File: config.mk
export PLATFORM = sky130hd
export DESIGN_NAME = irq_controller
export DESIGN_NICKNAME = d
export VERILOG_FILES = /design/src/rtl/irq_controller.sv
export SDC_FILE = /design/constraint.sdc
export NUM_CORES = 1
export LEC_CHECK = 0
export ABC_AREA = 1
export BUFFER_PORTS_ARGS = -buffer_cell sky130_fd_sc_hd__buf_2
export CAP_MARGIN = 20
export CORE_MARGIN = 2
export CORE_UTILIZATION = 50
export CTS_BUF_LIST = sky130_fd_sc_hd__clkbuf_4 sky130_fd_sc_hd__clkbuf_8
export CTS_CLUSTER_DIAMETER = 30
export DETAILED_ROUTE_END_ITERATION = 8
export PLACE_DENSITY = 0.79
export SLEW_MARGIN = 15
export SYNTH_ARGS = -nofsm -noshare
export SYNTH_HDL_FRONTEND = slang
export SYNTH_SLANG_ARGS = --single-unit
File: constraint.sdc
create_clock -name clk -period 1.4 [get_ports clk]
set_input_delay 0.14 -clock clk [delete_from_list [all_inputs] [get_ports clk]]
set_output_delay 0.14 -clock clk [all_outputs]
set_load 0.02 [all_outputs]
File: src/rtl/irq_controller.sv
// irq_controller: memory-mapped interrupt controller in front of the CPU
// interrupt_request input. Per-source enable, edge/level mode, latched
// pending bits and a fixed-priority vector register (index 0 wins).
//
// Register window (addr = mem_addr[3:2]):
//   0 PENDING  read pending view; write-1-to-clear latched (edge) bits
//   1 ENABLE   read/write
//   2 MODE     read/write, 1 = rising-edge latched, 0 = level (live)
//   3 VECTOR   read {valid, 26'b0, idx}; write acks source data_in[4:0]
//
// Optional build macro IRQ_CONTROLLER_SYNC_EN: adds a 2-flop synchronizer
// on every src bit (for asynchronous sources), one extra clk of latency.
//
// irq is registered from the next-state pending/enable view, so after every
// edge irq == |(pending & enable) as seen through the register window.
module irq_controller #(
  parameter int N = 8
) (
  input  logic         clk,
  input  logic         resetq,
  input  logic         select,
  input  logic [3:0]   wr,
  input  logic [1:0]   addr,
  input  logic [31:0]  data_in,
  output logic [31:0]  data_out,
  input  logic [N-1:0] src,
  output logic         irq
);

  localparam logic [1:0] A_PENDING = 2'd0;
  localparam logic [1:0] A_ENABLE  = 2'd1;
  localparam logic [1:0] A_MODE    = 2'd2;
  localparam logic [1:0] A_VECTOR  = 2'd3;

  logic [N-1:0] s_q, s_d, prev_q;
  logic [N-1:0] latched_q, latched_d;
  logic [N-1:0] enable_q, enable_d;
  logic [N-1:0] mode_q, mode_d;
  logic [N-1:0] clr, rise;
  logic [N-1:0] pend_view, pend_view_d, active;
  logic [31:0]  wmask32, wdata32;
  logic         wr_en;
  logic [4:0]   vec_idx;
  logic         vec_valid;
  logic         unused_wr_bits;

`ifdef IRQ_CONTROLLER_SYNC_EN
  logic [N-1:0] sync1_q;

  // First synchronizer stage; s_q acts as the second stage.
  always_ff @(posedge clk or negedge resetq) begin
    if (!resetq) sync1_q <= '0;
    else         sync1_q <= src;
  end

  assign s_d = sync1_q;
`else
  assign s_d = src;
`endif

  // Source sample and its previous value for rising-edge detection.
  always_ff @(posedge clk or negedge resetq) begin
    if (!resetq) begin
      s_q    <= '0;
      prev_q <= '0;
    end else begin
      s_q    <= s_d;
      prev_q <= s_q;
    end
  end

  assign wr_en   = select && (wr != 4'b0000);
  assign wmask32 = {{8{wr[3]}}, {8{wr[2]}}, {8{wr[1]}}, {8{wr[0]}}};
  assign wdata32 = data_in & wmask32;
  // Lanes above N are deliberately dropped.
  assign unused_wr_bits = ^{wdata32, wmask32};

  // Register write decode: byte-lane merges for ENABLE/MODE, clear masks
  // for PENDING W1C and VECTOR ack (the ack index lives in byte lane 0).
  always_comb begin
    enable_d = enable_q;
    mode_d   = mode_q;
    clr      = '0;
    if (wr_en) begin
      case (addr)
        A_PENDING: clr = wdata32[N-1:0];
        A_ENABLE:  enable_d = (enable_q & ~wmask32[N-1:0]) | wdata32[N-1:0];
        A_MODE:    mode_d   = (mode_q   & ~wmask32[N-1:0]) | wdata32[N-1:0];
        default: begin
          if (wr[0]) begin
            for (int i = 0; i < N; i++) begin
              if (data_in[4:0] == 5'(i)) clr[i] = 1'b1;
            end
          end
        end
      endcase
    end
  end

  assign rise = s_q & ~prev_q;

  // Latched bits exist only while a source stays in edge mode across the
  // edge: leaving edge mode discards it, entering starts from 0. A rise
  // beats a concurrent clear.
  assign latched_d = mode_q & mode_d & (rise | (latched_q & ~clr));

  assign pend_view   = (mode_q & latched_q) | (~mode_q & s_q);
  assign pend_view_d = (mode_d & latched_d) | (~mode_d & s_d);
  assign active      = pend_view & enable_q;

  // Control registers and the registered interrupt request.
  always_ff @(posedge clk or negedge resetq) begin
    if (!resetq) begin
      latched_q <= '0;
      enable_q  <= '0;
      mode_q    <= '0;
      irq       <= 1'b0;
    end else begin
      latched_q <= latched_d;
      enable_q  <= enable_d;
      mode_q    <= mode_d;
      irq       <= |(pend_view_d & enable_d);
    end
  end

  // Fixed priority: lowest active index wins; idx reads 0 when none active.
  always_comb begin
    vec_idx = '0;
    for (int i = N - 1; i >= 0; i--) begin
      if (active[i]) vec_idx = 5'(i);
    end
  end

  assign vec_valid = |active;

  function automatic logic [31:0] zext(input logic [N-1:0] v);
    zext         = '0;
    zext[N-1:0]  = v;
  endfunction

  // Combinational register read mux, no side effects.
  always_comb begin
    data_out = '0;
    case (addr)
      A_PENDING: data_out = zext(pend_view);
      A_ENABLE:  data_out = zext(enable_q);
      A_MODE:    data_out = zext(mode_q);
      A_VECTOR:  data_out = {vec_valid, 26'b0, vec_idx};
      default:   data_out = '0;
    endcase
  end

endmodule

==> results of run 1 <==
-- per-layer routing --
metal | global-route usage | up-vias | routed length (um)
met1 | 0.2985 | 1192 | 2730
met4 | 0.07212 | 0 | 102
met2 | 0.4349 | 67 | 3455
li1 | - | 1287 | -
met5 | 0 | - | 0
met3 | 0.04365 | 9 | 255
-- cell type report --
class,instances,area [um2],share of cell area
Tap cell,70,87.58,0.02494
Timing Repair Buffer,99,744.5,0.2120
Multi-Input combinational cell,263,1301,0.3705
Sequential cell,41,1026,0.2921
Clock buffer,7,90.09,0.02565
Inverter,70,262.8,0.07481
-- cell usage after synthesis --
library cell,number,share of area
conb_1,1,0.0015
o211ai_1,1,0.0029
nand3_1,4,0.0078
buf_4,24,0.070
o221ai_1,1,0.0034
mux2i_1,3,0.012
a21oi_1,2,0.0039
a221oi_1,2,0.0068
nor2_8,1,0.0078
nor2_1,42,0.061
inv_1,65,0.095
or2_2,4,0.0097
buf_6,2,0.0087
nor2_4,1,0.0044
a22oi_1,5,0.015
o21ai_2,7,0.024
dfrtp_1,41,0.40
inv_2,5,0.0073
nand3_4,1,0.0068
o21ai_0,19,0.037
nor2_2,3,0.0073
nand2_1,143,0.21
nand4_1,1,0.0024
-- registers in the layout (all words and copies together) (netlist names) --
register and cells:
irq 1, mode_q 8, s_q 8, enable_q 8, prev_q 8, latched_q 8
-- worst register-to-register path, stage by stage (launching register included) --
cell and delay [ns]:
dfrtp_1 0.40, buf_4 0.14, buf_4 0.12, buf_4 0.13, o21ai_2 0.12, inv_1 0.06, nor2_1 0.08, nor2_1 0.05
nand2_1 0.07, nand2_2 0.08, nor2_2 0.09, nand2_1 0.05
-- metrics by stage --
| stage | total power, mW | worst slack (ns) |
|---|---|---|
| global placement | 2.810 | -0.1794 |
| finish | 3.944 | -0.4018 |
| floorplan | 2.356 | -0.03472 |
| global route | 4.209 | -0.5066 |
| CTS | 3.857 | -0.4292 |
| detailed placement | 2.865 | -0.2074 |
-- report_power, final --
group	switching, mW	internal (mW)	leakage (nW)
registers	0.112	1.35	0.473
clock network	0.391	0.411	0.0477
logic	0.939	0.740	1.50
total	1.44	2.50	2.02
-- timing repair --
action | in CTS | in global routing
pin swaps | 11 | 15
hold endpoints to repair | 21 | 0
buffers inserted | 7 | 1
endpoints found under the setup margin | 9 | 10
hold buffers | 9 | 0
gates resized for setup | 30 | 23
-- worst min-delay path by stage --
stage | startpoint | end | slack, ns | depth (start not counted)
after global placement | resetq | prev_q[7] | 0.05 | 1
final | data_in[7] | enable_q[7] | 0.12 | 3
after floorplan | resetq | enable_q[0] | -0.16 | 0
after CTS | data_in[6] | enable_q[6] | 0.10 | 3
after global routing | data_in[7] | enable_q[7] | 0.12 | 3
after detailed placement | resetq | prev_q[7] | 0.06 | 1
-- logic make-up after synthesis --
| family | Yosys count |
|---|---|
| AND/OR/NAND/NOR | 200 |
| buffers and inverters | 96 |
| flip-flops | 41 |
| AO/OA/AOI/OAI | 37 |
| multiplexers | 3 |
| other | 1 |
==> metrics.md, run 1 <==
| Metric | Value |
|---|---|
| Run status | finished, violations left |
| Failing checks | setup timing |
| Crit. Startpoint | mode_q[1] |
| Die Span X | 75.78 um |
| Tmin final | 1.802 ns |
| Synthesized cell area | 2576 um2 |
| Clk Latency, worst-skew pair | 0.29 ns |
| Grt ovf | 0 |
| Post-DR wirelength/cell | 11.90 um |
| Layout Cells excl Fill | between 500 and 600 |
| Reg2reg end | irq |
| Reg2reg start | mode_q[1] |
| Die Y | approximately 76 um |
| Post-synthesis instance total | 378 |
| TritonCTS clock tree | built |
| # fillers | approximately 410 |
| Routed wire length | 6544 um |
| Via count | 2,555 |
| CTS buffer count | 5 |
| DR pass1 iterations | 4 |
| Required @ worst endpoint | around 1.3 ns |
| Post-Synth Adder-Cell Area | 0 |
| Fraction of layout cells with a size suffix above 1 | 0.3125 |
| First-pass GRT wire length | ~10,000 um |
| Cell chain of the critical path | buf_4 -> buf_4 -> buf_4 -> a221oi_1 -> a22oi_2 -> buf_6 |
| Setup Viol. Count Final | 6 |
| Critical path class | reg -> out |
| Post-synthesis compound-gate area fraction | 0.09228 |
| CP max stage delay | about 0.40 ns |
| Placed insts | between 500 and 600 |
| Reg2reg setup slack | -0.10 ns |
| Final period utilization | 1.287 |
| Register area share after synthesis | 0.3983 |
| Critical Path AT | 1.66 ns |
| Vias in the first global route | roughly 2,400 |
| Clock sink total | 41 |
| Core Util, Final | 0.6965 |
| FF+latch count, synth | between 40 and 50 |
| Peak supply drop | 0.8914 mV |
| Pins Over Slew Limit | 0 |
| Ys Warns | 0 |
| Total track usage | 0.2436 |
| Hold_ws | 0.1163 ns |
| Mapped Avg Cell Area | 6.815 um2 |
| Setup crit end | data_out[1] |
| Mux share of post-synthesis cell area | 0.01166 |
| Layout area overhead | 36.33% |
| Dpl hpwl | 4992 um |
| Drt via density | 4.645 |
| Most used cell, CP | buf_4 |
| N_diodes | 0 |
| CP max stage cell | dfrtp_1 |
| # DRC | 0 |
| Commonest non-fill, non-tap cell in the layout | nand2_1 |
| Family with the most delay on the worst path | buffers and inverters |
| Crit start category | register |
| Core ar. | 5042 um2 |
| Placed instance area | approximately 3100 um2 |
| Die ar. | 5743 um2 |
| Largest net degree at the start of global routing | 19 |
| Leak | 2.022 nW |
| I/O pin count | 82 |
| Initial antenna violation count | 0 |
| Antenna Violating Nets Remaining | 0 |
| Worst Hold Class | in -> reg |
| RSZ-0062 raised after global routing | true |
| Post-Synth XOR/XNOR Area | 0 |
| Reg2Reg Depth | 11 |
| Crit end category | output port |
| Synth cell types | 23 |
| Fmax | around 0.56 GHz |
| I/O Buffers | 34 |
| Largest family of logic cells by synthesized area | simple AND/OR/NAND/NOR gates |
| Final instance area | 3512 um2 |
| Critical path depth | 6 |
| Pwr Density | 1123 nW/um2 |
| Hold Fails Final Rpt | 0 |
| Clock transition at path regs | 0.08 ns |
| Clk buf depth | 2 |
| GP Congestion | 0.9426 |
| Setup tns final | -1.579 ns |
| Synth Area in Simple Gates | 0.3157 |
| CP bufs+invs | 4 |
| Root Buffer | clkbuf_8 |
| Initial DRC Count | 97 |
| Nets@finish | 529 |
| Setup WS post-layout | -0.4018 ns |
| Worst Clk Skew | 0.007994 ns |
| Leading cell types in the layout, fill and taps excluded | nand2_1, inv_1, buf_4 |
| Rows | 26 |
| Max-cap violation count | 0 |
| Initial core utilization | 0.5109 |
| Max FO, Critical Path | 3 |
| H-tree depth | 2 |
(Power assumes the default switching activity.)
==> inputs of run 2 (changes only) <==
Settings changed: CORE_ASPECT_RATIO from default to 1.25.
==> metrics.md, run 2 (synthesized netlist as in run 1, its figures left out) <==
| Metric | Value |
|---|---|
| Crit start category | register |
| Failing checks | setup timing |
| Setup crit end | data_out[0] |
| Initial DRC Count | between 150 and 200 |
| Max-cap violation count | 0 |
| Clk network pwr share | 0.238 |
| GP Congestion | 0.8815 |
| First-pass GRT wire length | 10,570 um |
| Via count | 2,668 |
| Required @ worst endpoint | 1.26 ns |
| Met3 Use GR | 0.04155 |
| Met2 Use GR | 0.4166 |
| Leading cell types in the layout, fill and taps excluded | nand2_1, inv_1, buf_4 |
| Clk buf depth | 2 |
| Pwr Density | 1198 nW/um2 |
| Post-DR wirelength/cell | approximately 13 um |
| Layout area overhead | 37.49% |
| Critical Path AT | 1.69 ns |
| Total power | around 4.2 mW |
| Final instance area | 3542 um2 |
| Commonest non-fill, non-tap cell in the layout | nand2_1 |
| Die Y | 84.26 um |
| Clk Latency, worst-skew pair | 0.30 ns |
| Dpl hpwl | ~4600 um |
| Switching Fraction | 0.3608 |
| Placed insts | 511 |
| Layout Cells excl Fill | 539 |
| Slew HR | 0.6432 |
| Fraction of layout cells with a size suffix above 1 | 0.3187 |
| N_diodes | 0 |
| RSZ-0062 raised after global routing | true |
| Worst Hold Class | in -> reg |
| Setup tns final | -1.944 ns |
| Placed instance area | 3044 um2 |
| Antenna Violating Nets Remaining | 0 |
| Most Crowded Layer GR | met2 |
| Final period utilization | 1.307 |
| Routed wire length | around 7100 um |
| Pins Over Slew Limit | 0 |
| Setup Viol. Count Final | 8 |
| Vias in the first global route | 2,466 |
| Critical path class | reg -> out |
| Hold Fails Final Rpt | 0 |
| Max FO, Critical Path | 3 |
| I/O Buffers | 34 |
| H-tree depth | 2 |
| Reg2reg start | mode_q[2] |
| Peak supply drop | 0.8520 mV |
| Root Buffer | clkbuf_8 |
| CTS buffer count | 5 |
| Reg2reg end | irq |
| Run status | finished, violations left |
| DR pass1 iterations | 5 |
| Nets@finish | 525 |
| Comb pwr share | 0.415 |
| Total track usage | 0.2424 |
| Leak | 2.022 nW |
| Core ar. | 5007 um2 |
| # DRC | 0 |
| Net Switching | 1.532 mW |
| Clock transition at path regs | 0.07 ns |
| Tmin final | about 1.8 ns |
| Initial core utilization | 0.5145 |
| Die Span X | ~68 um |
| Die ar. | approximately 5700 um2 |
| Crit. Startpoint | mode_q[7] |
| Crit end category | output port |
| Seq pwr share | 0.347 |
| Reg2reg setup slack | 0.08 ns |
| Setup WS post-layout | -0.4300 ns |
| Pint | 2.714 mW |
| Setup WS pre-CTS | -0.1934 ns |
| Fmax | between 0.5 and 0.6 GHz |
| GR Util met1 | 0.2846 |
| Clock sink total | 41 |
| Initial antenna violation count | 0 |
| Largest net degree at the start of global routing | 42 |
| Drt via density | 4.950 |
| Worst Clk Skew | 0.003741 ns |
| Grt ovf | 0 |
| Reg2Reg Depth | 9 |
| TritonCTS clock tree | built |
| I/O pin count | 82 |
| Slew @ Worst Pin | between 0.5 and 0.6 ns |
| Rows | 29 |
-- run 2: final cells by class --
type | count | area [um2]
clock buffer | 7 | 90.09
sequential | 41 | 1027
timing repair buffer | 95 | 711.9
clock inverter | 1 | 30.03
inverter | 70 | 262.8
tap | 62 | 77.57
multi-input combinational | 263 | 1343
fill | 372 | 1465
-- run 2: repair_timing --
action                                  in CTS  in global routing
pin swaps                                    9                 28
buffers inserted                             4                  9
gates resized for setup                     27                 41
endpoints found under the hold margin       49                  0
endpoints found under the setup margin       9                 10
hold buffers                                 9                  0
-- run 2: metal layers --
metal / share of wire / wire [um] / vias to the layer above
met5: 0 / 0 / -
met4: 0.051 / 359 / 0
met3: 0.069 / 488 / 46
met2: 0.51 / 3625 / 150
met1: 0.37 / 2634 / 1189
li1: - / - / 1283
-- run 2: worst max-delay path, stage by stage (launching register included) --
cell and delay [ns]:
dfrtp_1 0.41, or2_4 0.29, nand3_4 0.09, o21ai_2 0.06, nand2_1 0.06, nand2_1 0.06, nand2_1 0.07, nand2_1 0.05
nand2_1 0.05, nand4_1 0.10, buf_6 0.15
-- run 2: worst min path at each step --
| stage | to | cells past startpoint | startpoint |
|---|---|---|---|
| 3_5_place_dp | mode_q[7] | 2 | resetq |
| 2_1_floorplan | enable_q[0] | 0 | resetq |
| 6_report | enable_q[6] | 3 | data_in[6] |
| 3_3_place_gp | mode_q[7] | 2 | resetq |
| 5_1_grt | enable_q[6] | 3 | data_in[6] |
| 4_1_cts | enable_q[6] | 3 | data_in[6] |
-- run 2: through the flow --
stage / hold slack [ns] / utilization
floorplan: -0.1556 / -
global placement: 0.2281 / 0.6079
detailed placement: 0.2328 / 0.6079
CTS: 0.09131 / 0.6694
global route: 0.1122 / 0.7074
finish: 0.1039 / 0.7074
-- run 2: power groups by stage --
stage	Combinational, mW	Clock [mW]	Sequential (mW)
after floorplan	0.887	0	1.47
after global placement	1.31	0	1.46
after detailed placement	1.34	0	1.47
after CTS	1.50	1.02	1.45
after global routing	1.93	1.06	1.49
final	1.76	1.01	1.47
